## src/rtl/multicycle_ctrl.sv

```systemverilog
// multicycle_ctrl: multicycle MIPS-style control FSM with combinational control outputs and a retired-instruction counter
module multicycle_ctrl #(
  parameter logic [5:0] OP_RTYPE = 6'b000000,
  parameter logic [5:0] OP_LW    = 6'b100011,
  parameter logic [5:0] OP_SW    = 6'b101011,
  parameter logic [5:0] OP_BEQ   = 6'b000100,
  parameter logic [5:0] OP_J     = 6'b000010
) (
  input  logic        clk,
  input  logic        rst_n,
  input  logic [5:0]  opcode,
  input  logic        mem_ready,
  output logic        pc_write,
  output logic        pc_write_cond,
  output logic        iord,
  output logic        mem_read,
  output logic        mem_write,
  output logic        ir_write,
  output logic        mem_to_reg,
  output logic        reg_dst,
  output logic        reg_write,
  output logic        alu_src_a,
  output logic        illegal_op,
  output logic [1:0]  alu_src_b,
  output logic [1:0]  pc_src,
  output logic [1:0]  alu_op,
  output logic [3:0]  state,
  output logic [31:0] instr_count
);
  localparam logic [3:0] FETCH = 4'd0, DECODE = 4'd1, MEMADR = 4'd2, MEMRD = 4'd3, MEMWB = 4'd4,
                         MEMWR = 4'd5, EXECUTE = 4'd6, ALUWB = 4'd7, BRANCH = 4'd8, JUMP = 4'd9;
  logic [3:0]  state_q, state_d;
  logic [31:0] count_q;
  logic        retire;
  always_comb begin
    pc_write      = 1'b0;
    pc_write_cond = 1'b0;
    iord          = 1'b0;
    mem_read      = 1'b0;
    mem_write     = 1'b0;
    ir_write      = 1'b0;
    mem_to_reg    = 1'b0;
    reg_dst       = 1'b0;
    reg_write     = 1'b0;
    alu_src_a     = 1'b0;
    illegal_op    = 1'b0;
    alu_src_b     = 2'b00;
    pc_src        = 2'b00;
    alu_op        = 2'b00;
    state_d       = FETCH;
    case (state_q)
      FETCH: begin
        mem_read  = 1'b1;
        alu_src_b = 2'b01;
        ir_write  = mem_ready;
        pc_write  = mem_ready;
        state_d   = mem_ready ? DECODE : FETCH;
      end
      DECODE: begin
        alu_src_b  = 2'b11;
        illegal_op = !(opcode inside {OP_LW, OP_SW, OP_RTYPE, OP_BEQ, OP_J});
        state_d    = (opcode == OP_LW || opcode == OP_SW) ? MEMADR :
                     (opcode == OP_RTYPE) ? EXECUTE :
                     (opcode == OP_BEQ) ? BRANCH :
                     (opcode == OP_J) ? JUMP : FETCH;
      end
      MEMADR: begin
        alu_src_a = 1'b1;
        alu_src_b = 2'b10;
        state_d   = (opcode == OP_LW) ? MEMRD : MEMWR;
      end
      MEMRD: begin
        mem_read = 1'b1;
        iord     = 1'b1;
        state_d  = mem_ready ? MEMWB : MEMRD;
      end
      MEMWB: begin
        reg_write  = 1'b1;
        mem_to_reg = 1'b1;
      end
      MEMWR: begin
        mem_write = 1'b1;
        iord      = 1'b1;
        state_d   = mem_ready ? FETCH : MEMWR;
      end
      EXECUTE: begin
        alu_src_a = 1'b1;
        alu_op    = 2'b10;
        state_d   = ALUWB;
      end
      ALUWB: begin
        reg_write = 1'b1;
        reg_dst   = 1'b1;
      end
      BRANCH: begin
        alu_src_a     = 1'b1;
        alu_op        = 2'b01;
        pc_write_cond = 1'b1;
        pc_src        = 2'b01;
      end
      JUMP: begin
        pc_write = 1'b1;
        pc_src   = 2'b10;
      end
      default: state_d = FETCH;
    endcase
  end
  assign retire = (state_q == MEMWB) || (state_q == ALUWB) || (state_q == BRANCH) ||
                  (state_q == JUMP) || (state_q == MEMWR && mem_ready);
  always_ff @(posedge clk) begin
    if (!rst_n) begin
      state_q <= FETCH;
      count_q <= 32'd0;
    end else begin
      state_q <= state_d;
      count_q <= count_q + 32'(retire);
    end
  end
  assign state       = state_q;
  assign instr_count = count_q;
endmodule

```

## config.mk

```make
export PLATFORM = sky130hd
export DESIGN_NAME = multicycle_ctrl
export DESIGN_NICKNAME = d
export VERILOG_FILES = /design/src/rtl/multicycle_ctrl.sv
export SDC_FILE = /design/constraint.sdc
export NUM_CORES = 1
export LEC_CHECK = 0
export CORE_UTILIZATION = 35
export CTS_BUF_LIST = sky130_fd_sc_hd__clkbuf_16
export CTS_CLUSTER_SIZE = 30
export DETAILED_ROUTE_END_ITERATION = 7
export SKIP_LAST_GASP = 1
export SYNTH_ARGS = -nofsm -noshare
export SYNTH_HDL_FRONTEND = slang
export SYNTH_SLANG_ARGS = --single-unit
```

## constraint.sdc

```tcl
create_clock -name clk -period 3.7 [get_ports clk]
set_input_delay 0.925 -clock clk [delete_from_list [all_inputs] [get_ports clk]]
set_output_delay 0.925 -clock clk [all_outputs]
set_load 0.02 [all_outputs]
```

After elaboration in Yosys (flattened, before gate mapping)
Index checks and enable logic that the tools add are counted.
- register bits after elaboration: 36
- input port bits: 9
- output and inout bits: 53
- logic and storage cells: 53
- add/subtract/negate cells: 1
- equal/unequal tests: 13
- mux-type cells: 23
- reduce and logical (&&, ||, !) cells: 14
- operators with widths (operator ; count):
    $add 32x1->32 ; 1
    $pmux 4 s6 ; 1
    $eq 4x3->1 const B ; 4
    $mux 4 ; 4
    $eq 6x6->1 const B ; 2
    $mux 1 ; 11
    $mux 3 ; 3
    $eq 4x2->1 const B ; 2
    $eq 4x4->1 const B ; 2
    $pmux 2 s2 ; 2
    $eq 6x2->1 const B ; 1
    $eq 6x3->1 const B ; 1
    $logic_not 6->1 ; 1
    $pmux 2 s3 ; 1
    $reduce_or 2->1 ; 3
    $logic_or 1x1->1 ; 5
    $reduce_bool 5->1 ; 1
    $eq 4x1->1 const B ; 1
    $logic_not 4->1 ; 1
    $reduce_or 3->1 ; 1
    $pmux 1 s2 ; 1
    $logic_and 1x1->1 ; 1
    $logic_not 1->1 ; 1

Logic depth before layout (Yosys ltp)
Gate-level depths: netlist (run 1).
- depth after elaboration: 6
- mapped depth: 11
- mapped depth without buffers: 9

Worst setup path after synthesis (run 1)
OpenSTA, ideal clock, no wires.
- path type: flip-flop to flip-flop
- start: register state_q[0], in the netlist state[0]
- end: register count_q[28], in the netlist instr_count[28]
- arrival time: 2.807 ns
- path slack: 0.776 ns
- stages on the path, launching flop included: 12
- path buffers: 2
- clock period less this slack: 2.924 ns
- cell sequence: dfxtp_1 -> clkbuf_1 -> clkbuf_1 -> o21a_1 -> o21ai_0 -> nand2_1 -> ha_1 -> ha_1 -> nand4_1 -> nor4_2 -> a21oi_1 -> a41o_1
- longest elaborated chain between the ends: 6
- elaborated cells on any way between the ends: 11
- classes of those cells: add/sub: 1; eq/ne: 5; reduce/logical: 5
- RTL lines (element ; RTL line ; text):
    start: declaration ; 32 ; logic [3:0] state_q, state_d;
    start signal: assignment ; 115 ; state_q <= state_d;
    $eq 4x3->1 ; 108 ; assign retire = (state_q == MEMWB) || (state_q == ALUWB) || (state_q == BRANCH) ||
    $logic_or 1x1->1 (3 in a row) ; 108 ;
    $logic_or 1x1->1 (*) ; 109 ; (state_q == JUMP) || (state_q == MEMWR && mem_ready);
    $add 32x1->32 (*) ; 116 ; count_q <= count_q + 32'(retire);
    end signal: assignment ; 116 ;
    end: declaration ; 33 ; logic [31:0] count_q;
Every way passes the cells marked *; elsewhere a longest branch is shown, timed or not.
A chain may end at the register's enable or synchronous reset.

Worst setup path after layout (run 1)
- start: input port opcode[0]
- end: output port illegal_op
- longest elaborated chain between the ends: 4
- elaborated cells on any way between the ends: 8
- classes of those cells: eq/ne: 4; mux: 1; reduce/logical: 3
- RTL lines (element ; RTL line ; text):
    start: declaration ; 11 ; input logic [5:0] opcode,
    $eq 6x6->1, or another cell as far along ; 61 ; illegal_op = !(opcode inside {OP_LW, OP_SW, OP_RTYPE, OP_BEQ, OP_J});
    $reduce_bool 5->1 (*) ; 61 ;
    $logic_not 1->1 (*) ; 61 ;
    $mux 1 (*) ; 51 ; case (state_q)
    end: declaration ; 23 ; output logic illegal_op,
Marks and branches as above.

==> results of run 1 <==
-- cells in the final DEF (no fill, tap or decap), types with 2 or more instances in the layout --
cell type / n
nand3_1: 14
nand2b_1: 16
a21oi_1: 8
nor2b_1: 2
o211ai_1: 2
or3_1: 2
nand4_1: 10
clkbuf_16: 5
ha_1: 2
nor3_1: 12
and3_1: 6
dfxtp_1: 36
or4_1: 3
buf_4: 6
or2_2: 4
o21ai_0: 4
and4_1: 2
o31ai_1: 2
xor2_1: 5
xnor2_1: 11
and2_1: 3
nand2_1: 26
clkdlybuf4s50_1: 61
mux2i_1: 14
nor4_1: 8
inv_1: 4
nor2_1: 25
-- metal layers --
layer	wire, um	up-vias	track usage
met4	63	0	0.0566
met5	0	-	0
met3	221	8	0.0388
met1	2250	859	0.212
li1	-	1004	-
met2	1960	47	0.244
-- cells by family (layout without fill, tap and decap cells) --
| logic type | after synthesis | in the layout | synth area share |
|---|---|---|---|
| AND/OR/NAND/NOR | 141 | 141 | 0.379 |
| flip-flops | 36 | 36 | 0.361 |
| AO/OA/AOI/OAI | 20 | 20 | 0.0627 |
| buffers and inverters | 17 | 79 | 0.0439 |
| XOR/XNOR | 16 | 16 | 0.0703 |
| multiplexers | 14 | 14 | 0.0703 |
| adder cells (fa/ha/maj) | 2 | 2 | 0.0125 |
-- layout make-up --
type	count	area, um2
clock inverter	3	38.8
multi-input combinational	193	1190
tap	72	90.1
fill	538	2680
sequential	36	721
inverter	4	15.0
timing repair buffer	67	656
clock buffer	5	125
-- flip-flops by register name, summed over array words and instances (netlist names) --
register and cells:
state 4, instr_count 32
-- Yosys cell counts (2+ instances only) --
cell / count / area, um2
or2_2: 4 / 25.0
o31ai_1: 2 / 15.0
buf_4: 2 / 15.0
or4_1: 3 / 22.5
a21oi_1: 8 / 40.0
nor2_1: 25 / 93.8
o21ai_0: 4 / 20.0
mux2i_1: 14 / 140
or3_1: 2 / 12.5
nand2b_1: 16 / 100
dfxtp_1: 36 / 721
xnor2_1: 11 / 96.3
nand4_1: 10 / 62.6
o211ai_1: 2 / 15.0
inv_1: 3 / 11.3
and2_1: 3 / 18.8
nor2b_1: 2 / 12.5
clkbuf_1: 7 / 26.3
nand3_1: 14 / 70.1
xor2_1: 5 / 43.8
and4_1: 2 / 17.5
nor4_1: 8 / 50.1
nor3_1: 12 / 60.1
nand2_1: 26 / 97.6
and3_1: 6 / 37.5
ha_1: 2 / 25.0
-- path summary, 6_finish.rpt --
kind / start / to / slack, ps / depth (start not counted)
max: opcode[0] / illegal_op / 110 / 5
min: instr_count[31] / instr_count[31] / 480 / 2
max reg2reg: state[2] / instr_count[29] / 970 / 8
min reg2reg: instr_count[31] / instr_count[31] / 480 / 2
-- critical path: stages --
cell and delay [ps]:
clkdlybuf4s50_1 430, or4_1 580, a21oi_1 140, nor3b_1 60, clkdlybuf4s50_1 530
-- power groups by stage --
| stage | registers, W | clock network [W] | logic, W |
|---|---|---|---|
| floorplan | 0.000399 | 0 | 0.0000315 |
| detailed placement | 0.000398 | 0 | 0.0000597 |
| finish | 0.000390 | 0.000466 | 0.0000593 |
| CTS | 0.000390 | 0.000481 | 0.0000600 |
| global route | 0.000390 | 0.000497 | 0.0000647 |
| global placement | 0.000398 | 0 | 0.0000596 |
-- stage by stage --
| step | instance area [um2] | worst slack [ps] | util | power (W) |
|---|---|---|---|---|
| global placement | 2670 | 114 | 0.484 | 0.000458 |
| floorplan | 1990 | 776 | - | 0.000430 |
| CTS | 2830 | 98.0 | 0.514 | 0.000930 |
| global route | 2830 | 29.1 | 0.514 | 0.000952 |
| finish | 2830 | 109 | 0.514 | 0.000915 |
| detailed placement | 2670 | 104 | 0.484 | 0.000458 |
==> flow_summary_export.csv, run 1 <==
group,metric,value,unit
routing,drt_wl_total,4500,um
clock_tree,cts.path.max_buffers,2,
hold_path,hold_path.class,"flop to flop",
place,gp_congestion,0.798,
timing,final-max-slew-violation-count,0,
floorplanning,io_pins,62,
setup_path,crit_path_end_kind,"output port",
clock_tree,post_cts_buffers,0,
pwr,p_switching,0.000185,W
synth,syn_area,0.00199,mm2
timing,holdWs,476,ps
timing,tns,0,ps
synth,syn-instance-count,246,
place,port_buffers,61,
layout,stdcell_count,380,
timing,hold_viol_final,0,
synth,ys_ff_latch,36,
clock_tree,clk_latency,270,ps
setup_path,cp.required,2770,ps
place,place_hpwl,3260,um
synth,yosysSeqAreaShare,0.361,
grt,grt_max_degree,34,
layout,nNetsFinal,318,
grt,antenna_found_initial,0,
floorplanning,start_util,0.362,
setup_path,cp-start-kind,"primary input",
grt,grt.overflow.total,0,
grt,grt_pass1_vias,1650,
synth,yosysWarnings,0,
clock_tree,cts-root-buf,"clkbuf_16",
routing,vias,1918,
clock_tree,cts_num_sinks,36,
run,max_cap_violations,0,
grt,grt_pass1_wl,7690,um
timing,worst_pin_slew,535,ps
routing,detail-route-antenna-nets,0,
routing,drt_iter0_drc,49,
floorplanning,core_area,0.00551,mm2
status,status,"complete, no violations",
clock_tree,cts_resized,0,
pwr,p_comb_frac,0.065,
timing,period_minus_slack,3590,ps
synth,yosysUniqueCellTypes,43,
pwr,p_seq_frac,0.426,
timing,period_share,0.971,
layout,drive_gt1_frac,0.0682,
setup_path,cp.arrival,2670,ps
pwr,sw_frac_of_total,0.202,
pwr,ir_worst_vdd,0.000254,V
routing,detail_route.first_pass.iterations,4,
synth,synth_ff_type,"dfxtp_1",
floorplanning,die_w,77.5,um
floorplanning,die-height,77.5,um
synth,synth-edff-count,0,
timing,setup_violations,0,
place,placed_cells,372,
synth,syn_avg_cell_area,8.11,um2
clock_tree,h-tree-depth,2,
pwr,leakagePower,1.05,nW
clock_tree,tritoncts,"done",
floorplanning,die_area,0.00600,mm2
pwr,p_int,0.000730,W
timing,grt_setup_unrepaired,"no",
synth,syn_nets,257,
synth,async_flop_share,0,
setup_path,worstSetupPathType,"primary input to output port",
routing,wl_per_cell,11.8,um
clock_tree,numCtsBuffers,5,
routing,drc,0,
routing,drt-vias-per-instance,5.05,
layout,syn2layout_area_growth,42.0,%
timing,finClkSkew,1.83,ps
pwr,powerDensity,323,mW/mm2
layout,diodes,0,
timing,fmax,0.278,GHz
timing,slew_headroom,0.643,
clock_tree,hold_buffers,0,
clock_tree,cts.clk_slew.worst_paths,50,ps
grt,track_usage,0.158,
setup_path,cp_max_fo,3,
floorplanning,rows,27,
pwr,clockPowerShare,0.510,
Note: power is estimated with default switching activity, not from simulation.
==> run 2, diff against run 1 <==
Settings changed: CORE_MARGIN set to 2.
==> flow_summary_export.csv, run 2 (synthesis results as in run 1) <==
group,metric,value,unit
layout,nNetsFinal,318,
floorplanning,start_util,0.362,
setup_path,crit_buf_inv,2,
timing,fmax,0.278,GHz
timing,finClkSkew,5.45,ps
pwr,p_seq_frac,0.423,
place,placed_cells,372,
pwr,powerDensity,325,mW/mm2
pwr,clockPowerShare,0.513,
timing,slew_headroom,0.654,
layout,syn2layout_area_growth,42.2,%
routing,vias,1902,
pwr,ir_worst_vdd,0.000300,V
timing,grt_setup_unrepaired,"no",
setup_path,crit_path_end_kind,"output port",
grt,antenna_found_initial,0,
layout,diodes,0,
layout,drive_gt1_frac,0.0714,
pwr,p_comb_frac,0.065,
place,gp_congestion,0.802,
clock_tree,clk_latency,270,ps
clock_tree,cts-root-buf,"clkbuf_16",
routing,drt-vias-per-instance,5.01,
clock_tree,cts.clk_slew.worst_paths,50,ps
clock_tree,cts.path.max_buffers,2,
clock_tree,tritoncts,"done",
timing,hold_viol_final,0,
timing,final-max-slew-violation-count,0,
setup_path,worstSetupPathType,"primary input to output port",
clock_tree,cts_num_sinks,36,
hold_path,hold_path.class,"flop to flop",
pwr,sw_frac_of_total,0.205,
setup_path,reg2reg_setup_slack,950,ps
floorplanning,io_pins,62,
setup_path,crit_slowest_cell,"or4_1",
run,max_cap_violations,0,
grt,grt.busiest_layer,"met2",
floorplanning,die_area,0.00632,mm2
timing,period_share,0.971,
setup_path,slowest_delay,580,ps
grt,grt.overflow.total,0,
timing,setup_violations,0,
place,place_hpwl,3360,um
layout,final_util,0.515,
floorplanning,die-height,79.5,um
setup_path,path_cells,"clkdlybuf4s50_1, or4_1, a21oi_1, nor3b_1, clkdlybuf4s50_1",
routing,detail-route-antenna-nets,0,
setup_path,cpMostUsedCell,"clkdlybuf4s50_1",
grt,grt_pass1_vias,1652,
timing,tns,0,ps
grt,grtUsageMet1,0.201,
routing,wl_per_cell,12.4,um
layout,layout_common_cells,"61 x clkdlybuf4s50_1, 36 x dfxtp_1, 26 x nand2_1",
status,status,"complete, no violations",
grt,track_usage,0.153,
pwr,p_int,0.000732,W
clock_tree,hold_buffers,0,
layout,stdcell_count,380,
floorplanning,rows,27,
routing,drt_iter0_drc,54,
setup_path,cp-start-kind,"primary input",
place,port_buffers,61,
pwr,p_switching,0.000189,W
clock_tree,numCtsBuffers,5,
grt,grt_pass1_wl,7760,um
routing,detail_route.first_pass.iterations,4,
layout,final_common_cell,"clkdlybuf4s50_1",
clock_tree,post_cts_buffers,0,
layout,largest_register_ffs,32,
routing,drt_wl_total,4700,um
routing,drc,0,
floorplanning,die_w,79.5,um
setup_path,cp.arrival,2670,ps
timing,period_minus_slack,3590,ps
timing,worst_pin_slew,518,ps
grt,use_met2,0.243,
floorplanning,core_area,0.00551,mm2
grt,grt_use_met3,0.0441,
setup_path,crit_family,"buffers and inverters",
clock_tree,cts_resized,0,
grt,grt_max_degree,34,
setup_path,cp_max_fo,3,
pwr,leakagePower,1.04,nW
setup_path,cp.required,2770,ps
clock_tree,h-tree-depth,2,
## run 2: cell types whose count changed in the layout (fill, tap and decap cells not counted)
cell,change
clkinvlp_4,+1
inv_1,-1
## run 2: through the flow
stage                     cell area [um2]  hold slack (ps)  setup slack [ps]  total power, W
after floorplan                      1990              540               776        0.000430
after global routing                 2840              531              21.7        0.000961
final                                2840              476               106        0.000922
after CTS                            2840              476               104        0.000934
after global placement               2670              463               120        0.000458
after detailed placement             2670              465               110        0.000458
## run 2: metal layers
metal  wire, um  share of wire
met1       2230           0.47
met2       2190           0.47
met3        259          0.055
met4         24         0.0051
met5          0              0
## run 2: final timing paths
kind,endpoint,start,depth (start not counted)
max,illegal_op,opcode[0],5
min reg2reg,instr_count[31],instr_count[31],2
min,instr_count[31],instr_count[31],2
max reg2reg,instr_count[31],state[2],8
## run 2: final cells by class
class / count / area (um2)
inverters: 4 / 15.0
multi-input cells: 193 / 1190
clock buffers: 5 / 125
flip-flops and latches: 36 / 721
clock inverters: 3 / 42.5
fillers: 526 / 2670
well taps: 72 / 90.1
repair buffers: 67 / 656
## run 2: worst min-delay path: stages (launching register included)
cell     delay (ps)
dfxtp_1         310
nand2_1          50
mux2i_1          60
## run 2: power groups by stage
| stage | clock network (W) | registers (W) | logic, W |
|---|---|---|---|
| 3_3_place_gp | 0 | 0.000398 | 0.0000599 |
| 3_5_place_dp | 0 | 0.000398 | 0.0000599 |
| 2_1_floorplan | 0 | 0.000399 | 0.0000315 |
| 4_1_cts | 0.000484 | 0.000389 | 0.0000601 |
| 6_report | 0.000472 | 0.000390 | 0.0000595 |
| 5_1_grt | 0.000506 | 0.000389 | 0.0000652 |
